<file path="src/rtl/da2_ref_comp.sv">
// Dual-channel serial driver for a pair of DAC121S101-style 12-bit DACs.
// Two 16-bit frames {2'b00, PD_MODE, DATA} are shifted out MSB first on D1/D2
// together. nSYNC frames the transfer. CLK_OUT is a free-running CLK/2 clock.
// All frame state changes on "rise ticks", so the DAC sees stable data on
// every CLK_OUT falling edge.
// Optional build macro: DA2_OFFSET_BINARY_EN converts two's-complement samples
// to offset binary at latch time by inverting the sample MSB.
module da2_ref_comp #(
    parameter logic [1:0]  PD_MODE = 2'b00,
    parameter int unsigned DATA_W  = 12
) (
    input  logic              CLK,
    input  logic              RST,
    input  logic              START,
    input  logic [DATA_W-1:0] DATA1,
    input  logic [DATA_W-1:0] DATA2,
    output logic              D1,
    output logic              D2,
    output logic              CLK_OUT,
    output logic              nSYNC,
    output logic              DONE
);

    typedef enum logic [1:0] {StIdle, StShift, StSync} state_t;

    state_t      r_state, w_state_d;
    logic [3:0]  r_cnt, w_cnt_d;
    logic [15:0] r_sh1, w_sh1_d;
    logic [15:0] r_sh2, w_sh2_d;
    logic        r_d1, w_d1_d;
    logic        r_d2, w_d2_d;
    logic        r_nsync, w_nsync_d;
    logic        r_done, w_done_d;
    logic        r_clk_out;

    logic              w_rise;
    logic [DATA_W-1:0] w_data1_conv;
    logic [DATA_W-1:0] w_data2_conv;
    logic [15:0]       w_frame1;
    logic [15:0]       w_frame2;

    // Sample coding applied at latch time.
`ifdef DA2_OFFSET_BINARY_EN
    assign w_data1_conv = {~DATA1[DATA_W-1], DATA1[DATA_W-2:0]};
    assign w_data2_conv = {~DATA2[DATA_W-1], DATA2[DATA_W-2:0]};
`else
    assign w_data1_conv = DATA1;
    assign w_data2_conv = DATA2;
`endif

    assign w_frame1 = {2'b00, PD_MODE, w_data1_conv};
    assign w_frame2 = {2'b00, PD_MODE, w_data2_conv};

    // This edge takes CLK_OUT from 0 to 1.
    assign w_rise = ~r_clk_out;

    // Serial clock phase: toggles every CLK cycle once out of reset.
    always_ff @(posedge CLK) begin
        if (RST) begin
            r_clk_out <= 1'b0;
        end else begin
            r_clk_out <= ~r_clk_out;
        end
    end

    // Frame state and registered outputs.
    always_ff @(posedge CLK) begin
        if (RST) begin
            r_state <= StIdle;
            r_cnt   <= 4'd0;
            r_sh1   <= 16'd0;
            r_sh2   <= 16'd0;
            r_d1    <= 1'b0;
            r_d2    <= 1'b0;
            r_nsync <= 1'b1;
            r_done  <= 1'b0;
        end else begin
            r_state <= w_state_d;
            r_cnt   <= w_cnt_d;
            r_sh1   <= w_sh1_d;
            r_sh2   <= w_sh2_d;
            r_d1    <= w_d1_d;
            r_d2    <= w_d2_d;
            r_nsync <= w_nsync_d;
            r_done  <= w_done_d;
        end
    end

    // Next-state logic; everything except DONE holds between rise ticks.
    always_comb begin
        w_state_d = r_state;
        w_cnt_d   = r_cnt;
        w_sh1_d   = r_sh1;
        w_sh2_d   = r_sh2;
        w_d1_d    = r_d1;
        w_d2_d    = r_d2;
        w_nsync_d = r_nsync;
        w_done_d  = 1'b0;
        if (w_rise) begin
            unique case (r_state)
                StIdle: begin
                    w_nsync_d = 1'b1;
                    w_d1_d    = 1'b0;
                    w_d2_d    = 1'b0;
                    if (START) begin
                        w_sh1_d   = w_frame1;
                        w_sh2_d   = w_frame2;
                        w_d1_d    = w_frame1[15];
                        w_d2_d    = w_frame2[15];
                        w_nsync_d = 1'b0;
                        w_cnt_d   = 4'd15;
                        w_state_d = StShift;
                    end
                end
                StShift: begin
                    if (r_cnt != 4'd0) begin
                        // Shift register keeps the bit to present next at [14].
                        w_cnt_d = r_cnt - 4'd1;
                        w_sh1_d = {r_sh1[14:0], 1'b0};
                        w_sh2_d = {r_sh2[14:0], 1'b0};
                        w_d1_d  = r_sh1[14];
                        w_d2_d  = r_sh2[14];
                    end else begin
                        w_nsync_d = 1'b1;
                        w_d1_d    = 1'b0;
                        w_d2_d    = 1'b0;
                        w_done_d  = 1'b1;
                        w_state_d = StSync;
                    end
                end
                StSync: begin
                    // One extra CLK_OUT period of nSYNC high before re-arming.
                    w_state_d = StIdle;
                end
                default: begin
                    w_state_d = StIdle;
                end
            endcase
        end
    end

    assign CLK_OUT = r_clk_out;
    assign nSYNC   = r_nsync;
    assign D1      = r_d1;
    assign D2      = r_d2;
    assign DONE    = r_done;

endmodule

</file>
<file path="config.mk">
export PLATFORM = sky130hd
export DESIGN_NAME = da2_ref_comp
export DESIGN_NICKNAME = d
export VERILOG_FILES = /design/src/rtl/da2_ref_comp.sv
export SDC_FILE = /design/constraint.sdc
export NUM_CORES = 1
export LEC_CHECK = 0
export BUFFER_PORTS_ARGS = -buffer_cell sky130_fd_sc_hd__buf_2
export CORE_AREA = 4 4 72 74
export CTS_CLUSTER_DIAMETER = 150
export DETAILED_ROUTE_END_ITERATION = 6
export DIE_AREA = 0 0 76 78
export PLACE_DENSITY = 0.71
export SYNTH_ARGS = -nofsm -noshare
export SYNTH_HDL_FRONTEND = slang
export SYNTH_SLANG_ARGS = --single-unit
export TNS_END_PERCENT = 5
</file>
<file path="constraint.sdc">
create_clock -name CLK -period 1.9 [get_ports CLK]
set_input_delay 0.19 -clock CLK [delete_from_list [all_inputs] [get_ports CLK]]
set_output_delay 0.19 -clock CLK [all_outputs]
set_load 0.05 [all_outputs]
</file>
==> reports/summary.md, run 1 <==
The flow ran to the end, and the final reports show no timing, DRC or antenna violations. The tools report the reg-to-reg critical path startpoint as r_cnt[1]. The worst setup path is of the reg2reg kind. By area the synthesized netlist is led by sky130_fd_sc_hd__dfxtp_1 (47%), sky130_fd_sc_hd__a311oi_1 (11%), sky130_fd_sc_hd__nand2_1 (10%). At the worst endpoint, the required time is 2.10 ns.

The total number of vias was 1629; the multi-input logic area was 839.6 µm². The run gives 1.656 mW as the internal cell power. Of the synthesized area, sequential elements account for 47.06%. In this run the count of I/O pins placed on the die edge is 32. Net switching is 27.75% of the power. TritonCTS built the clock tree. For the final database, setup skew stands at 0.005824 ns. For the via count of the first global-routing pass, the log shows 1394. The die is 76 µm wide. The ratio of total power to cell area came out at 1018 mW/mm². Synthesis inferred 41 register bits. Fill cells in the final layout number 434.

Summed over all nets, the half-perimeter wirelength after detailed placement is 2551 µm. For the area of the die, the log shows 0.005928 mm². sky130_fd_sc_hd__dfxtp_1 takes more of the synthesized area than any other cell.

The tools report the area occupied by registers as 823.3 µm². The DRC marker count from the first detailed-route iteration is 98. In this run the worst setup path begins at r_cnt[1]. Setup slack of the critical path after layout: 0.03118 ns. The count of buffers from port buffering works out to 31. After synthesis, the share of flip-flops with an asynchronous set or reset is 0%.

Final setup violation count: 0. The mapped netlist covers 0.001744 mm². In this run the static leakage power is 0.9078 nW.

For the worst endpoint data arrival time, the log shows 2.07 ns. The synthesized netlist contains 31 unique library cells. The most used flip-flop cell after synthesis is sky130_fd_sc_hd__dfxtp_1.

The kind of capture point of the worst setup path is a register. At the end of routability-driven placement, the weighted congestion stood at 0.8136. The share of total power in sequential cells is 44.2%, and the net count reported at finish is 276.

The final hold violation count is 0, and the area added between synthesis and finish is 29.12%. Counting every instance in the synthesized netlist gives 208. Using the TritonRoute via totals, the vias-per-cell ratio works out to 5.376.

The tools report the max-cap violation count as 0. On the final layout, the worst hold slack is 0.1554 ns. CTS saw 41 sinks. The largest voltage drop on the vdd net came out at 0.5779 mV.

The worst setup timing slack at the placement stage was 0.01047 ns. The number of nets still failing antenna checks after routing was 0; the largest net degree at the start of global routing was 46. The latest clock arrival within the worst-skew pair came out at 0.29 ns. The library cell used most frequently in the layout, excluding fill and tap cells, is sky130_fd_sc_hd__nand2_1.

The largest driver fanout on the critical path was 6. The die is 78 µm tall. The tools report the final-report max-slew violation count as 0. When the netlist entered floorplanning its net count stood at 236. After clock tree synthesis, the clock-pin slew on the worst setup and hold paths is 0.07 ns.

The worst min-delay path endpoint is r_sh1[4]. The floorplan has 25 rows. The repair_antennas step left the layout with diodes totalling 0. The run gives 0 as the number of antenna violations at the first check in global routing. The tools report the remaining max-slew budget at the tightest pin as 52.47%. Counting instances, the worst hold path has a depth of 3. The run gives 535.1 MHz as the achievable frequency. The area inside the core boundary came out at 0.004598 mm². The clock passes through at most 2 buffers.

Most used routing layer in global routing: met2. For met2 alone, demand over resource in global routing was 19.78%. The logs give 31.0% for the clock network fraction of design power and 12.91% for the total routing usage reported by global routing.

In this run the register-to-register setup slack is 0.03 ns. In the global route stage, met3 resource usage came out at 4.292%. The post-layout minimum cycle time was 1.869 ns.

The initial core utilization came out at 37.93%. Leaving out fill and tap cells, the most frequent cells in the layout are sky130_fd_sc_hd__nand2_1 (47), sky130_fd_sc_hd__dfxtp_1 (39), sky130_fd_sc_hd__nor2_1 (36), sky130_fd_sc_hd__buf_2 (31), sky130_fd_sc_hd__a311oi_1 (22). Combinational cells account for 24.8% of the total power. The first global-routing pass estimated 6251 µm of wire. The worst setup path is launched from a register.

The wire length after detailed routing is 4159 µm. The tree is rooted in a sky130_fd_sc_hd__clkbuf_8. The fraction of layout instances using a drive strength above 1 is 27.31%. The number of synthesized flops with an enable pin is 0. Average cell area after synthesis: 8.385 µm².

After detailed routing, the number of remaining DRC violations is 0. In this run the power spent charging and discharging nets is 0.6359 mW. Counting cells, the worst reg-to-reg path comes to 8. The tightest min-delay check is of the in2reg type. For the first-pass iteration count of the detailed router, the log shows 4. The number of levels in the clock H-tree is 2, and the ratio of final minimum period to clock period is 98.36%. Dividing the detail-routed wire length by the instance count gives 13.73 µm.

The total overflow left after global routing is 0. After synthesis, the largest area contributor takes up 47.06% of total cell area. The endpoint identified for the worst register-to-register timing path is r_sh1[7].

Global routing used 16.75% of the available met1 tracks. The startpoint identified for the worst hold timing path is DATA1[4]. TritonCTS created 5 clock buffers. At the pin with the least slew margin, the transition time is 0.7130 ns. During synthesis, Yosys emitted a total of 0 warnings.
-- cell families (layout without fill, tap and decap cells) --
family          count (synthesis)  after routing  synth area share, %
simple gates                   96             96                23.75
fa+ha+maj                       1              1               0.7172
compound gates                 48             48                22.60
flops                          41             41                47.06
buf+inv                        22             63                5.882
-- registers in the layout, summed over array words and instances, names as in the netlist --
register,count
r_cnt,4
CLK_OUT,1
r_sh1,15
nSYNC,1
D2,1
r_sh2,15
r_state,2
DONE,1
D1,1
-- synth_stat cells (all sizes together) (2+ instances only) --
library cell	count
clkbuf	12
nor3	2
nor4b	2
buf	6
nand2	47
nand3	2
a31oi	2
inv	4
a311oi	22
dfxtp	41
o21ai	3
a21oi	6
a22oi	8
nor2	36
-- power by group through the flow --
stage | clock network [mW] | registers [mW] | logic, mW
2_1_floorplan | 0 | 1.02 | 0.319
3_3_place_gp | 0 | 1.02 | 0.454
3_5_place_dp | 0 | 1.03 | 0.463
4_1_cts | 0.732 | 1.01 | 0.463
5_1_grt | 0.765 | 1.02 | 0.634
6_report | 0.711 | 1.01 | 0.568
-- timing repair --
item / CTS / global route
hold buffers: 0 / 0
gates resized for setup: 0 / 7
endpoints found under the hold margin: 0 / 0
setup endpoints to repair: 0 / 23
setup buffers: 0 / 3
-- through the flow --
stage / total power, mW / setup TNS [ns] / util (%) / cells / cell area, µm²
2_1_floorplan: 1.343 / 0 / - / 208 / 1744
3_3_place_gp: 1.476 / 0 / 43.37 / 287 / 1994
3_5_place_dp: 1.488 / 0 / 43.37 / 287 / 1994
4_1_cts: 2.202 / 0 / 45.90 / 295 / 2111
5_1_grt: 2.421 / -0.7814 / 48.98 / 303 / 2252
6_report: 2.292 / 0 / 48.98 / 303 / 2252
-- worst max-delay path, stage by stage (launching register included) --
cell,delay (ns)
sky130_fd_sc_hd__dfxtp_2,0.36
sky130_fd_sc_hd__inv_2,0.06
sky130_fd_sc_hd__ha_4,0.16
sky130_fd_sc_hd__nor3b_4,0.16
sky130_fd_sc_hd__a2111oi_4,0.43
sky130_fd_sc_hd__buf_4,0.20
sky130_fd_sc_hd__clkbuf_16,0.13
sky130_fd_sc_hd__nor2_1,0.04
sky130_fd_sc_hd__a311oi_1,0.24
-- cell type report --
class                   count  area share (%)
multi-input cells         145           37.28
inverters                   4          0.6667
well taps                  54           3.000
clock buffers               7           3.833
repair buffers             51           17.33
clock inverters             1           1.333
flip-flops and latches     41           36.56
-- routing by layer --
layer	wire [µm]	part of all wire, %
met4	52	1.3
met1	1901	46
met2	1951	47
met3	254	6.1
met5	0	0
-- worst max-delay path by stage --
| stage | to | slack (ns) | depth (start not counted) |
|---|---|---|---|
| finish | r_sh1[7] | 0.03 | 8 |
| global route | r_sh1[1] | -0.11 | 8 |
| CTS | r_sh2[1] | 0.02 | 7 |
| detailed placement | r_sh1[2] | 0.01 | 7 |
| global placement | r_sh2[6] | 0.1 | 7 |
| floorplan | r_sh2[11] | 0.02 | 7 |
Note: power is estimated with default switching activity, not from simulation.
==> inputs of run 2 (changes only) <==
--- a/config.mk
+++ b/config.mk
@@ -7,6 +7,7 @@
 export LEC_CHECK = 0
 export BUFFER_PORTS_ARGS = -buffer_cell sky130_fd_sc_hd__buf_2
 export CORE_AREA = 4 4 72 74
+export CTS_BUF_LIST = sky130_fd_sc_hd__clkbuf_2 sky130_fd_sc_hd__clkbuf_4 sky130_fd_sc_hd__clkbuf_8
 export CTS_CLUSTER_DIAMETER = 150
 export DETAILED_ROUTE_END_ITERATION = 6
 export DIE_AREA = 0 0 76 78
==> run 2 against run 1 <==
Net effect: sequential share of layout area is 0.061 points lower; clock power rose by 2%; core utilization up 0.082 points.
==> reports/summary.md, run 2 (synthesis results as in run 1) <==
Total negative setup slack: 0 ns (unchanged). The largest registers in the layout are r_sh1 (15), r_sh2 (15), r_cnt (4). The first-pass iteration count of the detailed router came out at 4 (unchanged). The logs give 0 (unchanged) for the aggregate global routing overflow and 0 (unchanged) for the number of antenna violations at the first check in global routing. The clock transition at the registers of the reported paths was 0.08 ns (about the same); the post-layout minimum cycle time was 1.871 ns (+0.001921 ns).

The largest driver fanout on the critical path is 6 (unchanged), and the post-layout instance count excluding filler cells is 303 (unchanged). The instance count after placement with tap cells included is 287 (unchanged), and the wire length after detailed routing is 4178 µm (+0.46%). The area of the die is 0.005928 mm² (unchanged), and the max-cap violation count is 0 (unchanged).

The logs give 1635 (+0.37%) for the total number of vias and 0.02925 ns (-0.001921 ns) for the setup slack of the critical path after layout. The latest clock arrival within the worst-skew pair was 0.29 ns (about the same). The startpoint type of the worst setup path was a register. The tools report the final setup skew as 0.007632 ns (+0.001809 ns).

The y dimension of the die was 78 µm (unchanged); the via count of the first global-routing pass was 1394 (unchanged). The logs give 2 (unchanged) for the number of levels in the clock H-tree and 6251 µm (unchanged) for the wire length of the first global-routing pass. Relative to the synthesized area, the layout overhead comes to 29.34%. The slew at the pin closest to its max-slew limit was 0.7131 ns (+0.00008249 ns); the worst setup timing slack at the placement stage was 0.01047 ns (unchanged). The fraction of layout instances using a drive strength above 1 was 27.71% (+0.40 points). The die boundary width came out at 76 µm (unchanged). For the count of pins on the block boundary, the log shows 32 (unchanged). The worst setup path is of the reg2reg kind.

For the DRC marker count from the first detailed-route iteration, the log shows 102 (+4.1%). The TritonCTS buffer count was 5 (unchanged). The ratio of final minimum period to clock period works out to 98.46% (+0.10 points). The run finished with clean final reports. The tools report the net count reported at finish as 276 (unchanged). The clock tree buffer depth is 2 (unchanged). The total clock sinks came out at 41 (unchanged). The library cells used most frequently in the layout, excluding fill and tap cells, are sky130_fd_sc_hd__nand2_1 (47), sky130_fd_sc_hd__dfxtp_1 (39), sky130_fd_sc_hd__nor2_1 (36), sky130_fd_sc_hd__buf_2 (31), sky130_fd_sc_hd__a311oi_1 (22). Root buffer cell: sky130_fd_sc_hd__clkbuf_8. The logs give 0 (unchanged) for the antenna cell count and 534.5 MHz (-0.10%) for the achievable frequency.

The run gives 0 (unchanged) as the final hold violation count. Leaving out fill and tap cells, the most frequent cell in the layout is sky130_fd_sc_hd__nand2_1. For the estimated wirelength of the detail-placed design, the log shows 2551 µm (unchanged).

DRC violation count after routing: 0 (unchanged). TritonCTS built the clock tree. The logs give 0.5784 mV (about the same) for the largest voltage drop on the vdd net and 0 (unchanged) for the number of buffers added to fix hold violations after cts. The largest net degree at the start of global routing is 46 (unchanged), and the number of placement rows is 25 (unchanged). The path class of the tightest hold or removal check is in2reg.

The area inside the core boundary is 0.004598 mm² (unchanged), and the final weighted congestion of routability-driven global placement is 0.8136 (unchanged). The number of nets still failing antenna checks after routing came out at 0 (unchanged). The logs give 52.46% (about the same) for the remaining max-slew budget at the tightest pin and 12.91% (unchanged) for the total routing usage reported by global routing. The mean number of vias per cell works out to 5.396 (+0.37%).

The run gives 0 (unchanged) as the final-report max-slew violation count. The required time of the worst setup path came out at 2.10 ns (about the same). The kind of capture point of the worst setup path is a register. The logs give 0 (unchanged) for the final setup violation count and 0.9112 nW (+0.38%) for the static leakage. The count of buffers from port buffering came out at 31 (unchanged). The worst endpoint data arrival time was 2.07 ns (about the same); the routed length per instance was 13.79 µm (+0.46%).

The ratio of total power to cell area came out at 1024 mW/mm² (+0.64%). The run gives 2.310 mW (+0.81%) as the power after layout. The tools report the initial core utilization as 37.93% (unchanged).
## run 2: area by class of cell
type / instances / area [µm²]
Clock buffer: 7 / 90.09
Clock inverter: 1 / 30.03
Fill cell: 432 / 2342
Inverter: 4 / 15.01
Multi-Input combinational cell: 145 / 839.6
Sequential cell: 41 / 823.3
Tap cell: 54 / 67.56
Timing Repair Buffer: 51 / 390.4
## run 2: critical path, cell delays in order, from the launching register on
cell                        delay (ns)
sky130_fd_sc_hd__dfxtp_2          0.36
sky130_fd_sc_hd__inv_2            0.06
sky130_fd_sc_hd__ha_4             0.16
sky130_fd_sc_hd__nor3b_4          0.16
sky130_fd_sc_hd__a2111oi_4        0.43
sky130_fd_sc_hd__buf_4            0.20
sky130_fd_sc_hd__clkbuf_16        0.13
sky130_fd_sc_hd__nor2_1           0.04
sky130_fd_sc_hd__a311oi_1         0.24
## run 2: report_power, final
part / internal, mW / leakage (nW) / switching (mW)
sequential: 0.951 / 0.338 / 0.0620
combinational: 0.277 / 0.511 / 0.292
clock: 0.442 / 0.0619 / 0.286
## run 2: final timing paths
kind                               start       end  slack (ns)  cells after the start
worst max register to register  r_cnt[1]  r_sh1[7]        0.03                      8
worst min register to register        D2        D2        0.47                      2
worst min-delay path            DATA2[8]  r_sh2[8]        0.15                      3
worst max-delay path            r_cnt[1]  r_sh1[7]        0.03                      8
## run 2: through the flow
stage	area (µm²)	hold WS [ns]	util, %
global route	2256	0.1434	49.06
floorplan	1744	0.3383	-
detailed placement	1994	0.4613	43.37
finish	2256	0.1537	49.06
CTS	2115	0.1446	45.99
global placement	1994	0.4589	43.37
## run 2: what timing repair did
item,4_1_cts,5_1_grt
buffers inserted,0,3
gates resized for setup,0,7
endpoints found under the setup margin,0,23
## run 2: routing by layer
| metal | global-route usage (%) | up-vias | part of all wire, % |
|---|---|---|---|
| met4 | 4.804 | 0 | 1.2 |
| met5 | 0 | - | 0 |
| met2 | 19.78 | 44 | 47 |
| li1 | - | 818 | - |
| met3 | 4.292 | 4 | 5.8 |
| met1 | 16.75 | 769 | 46 |
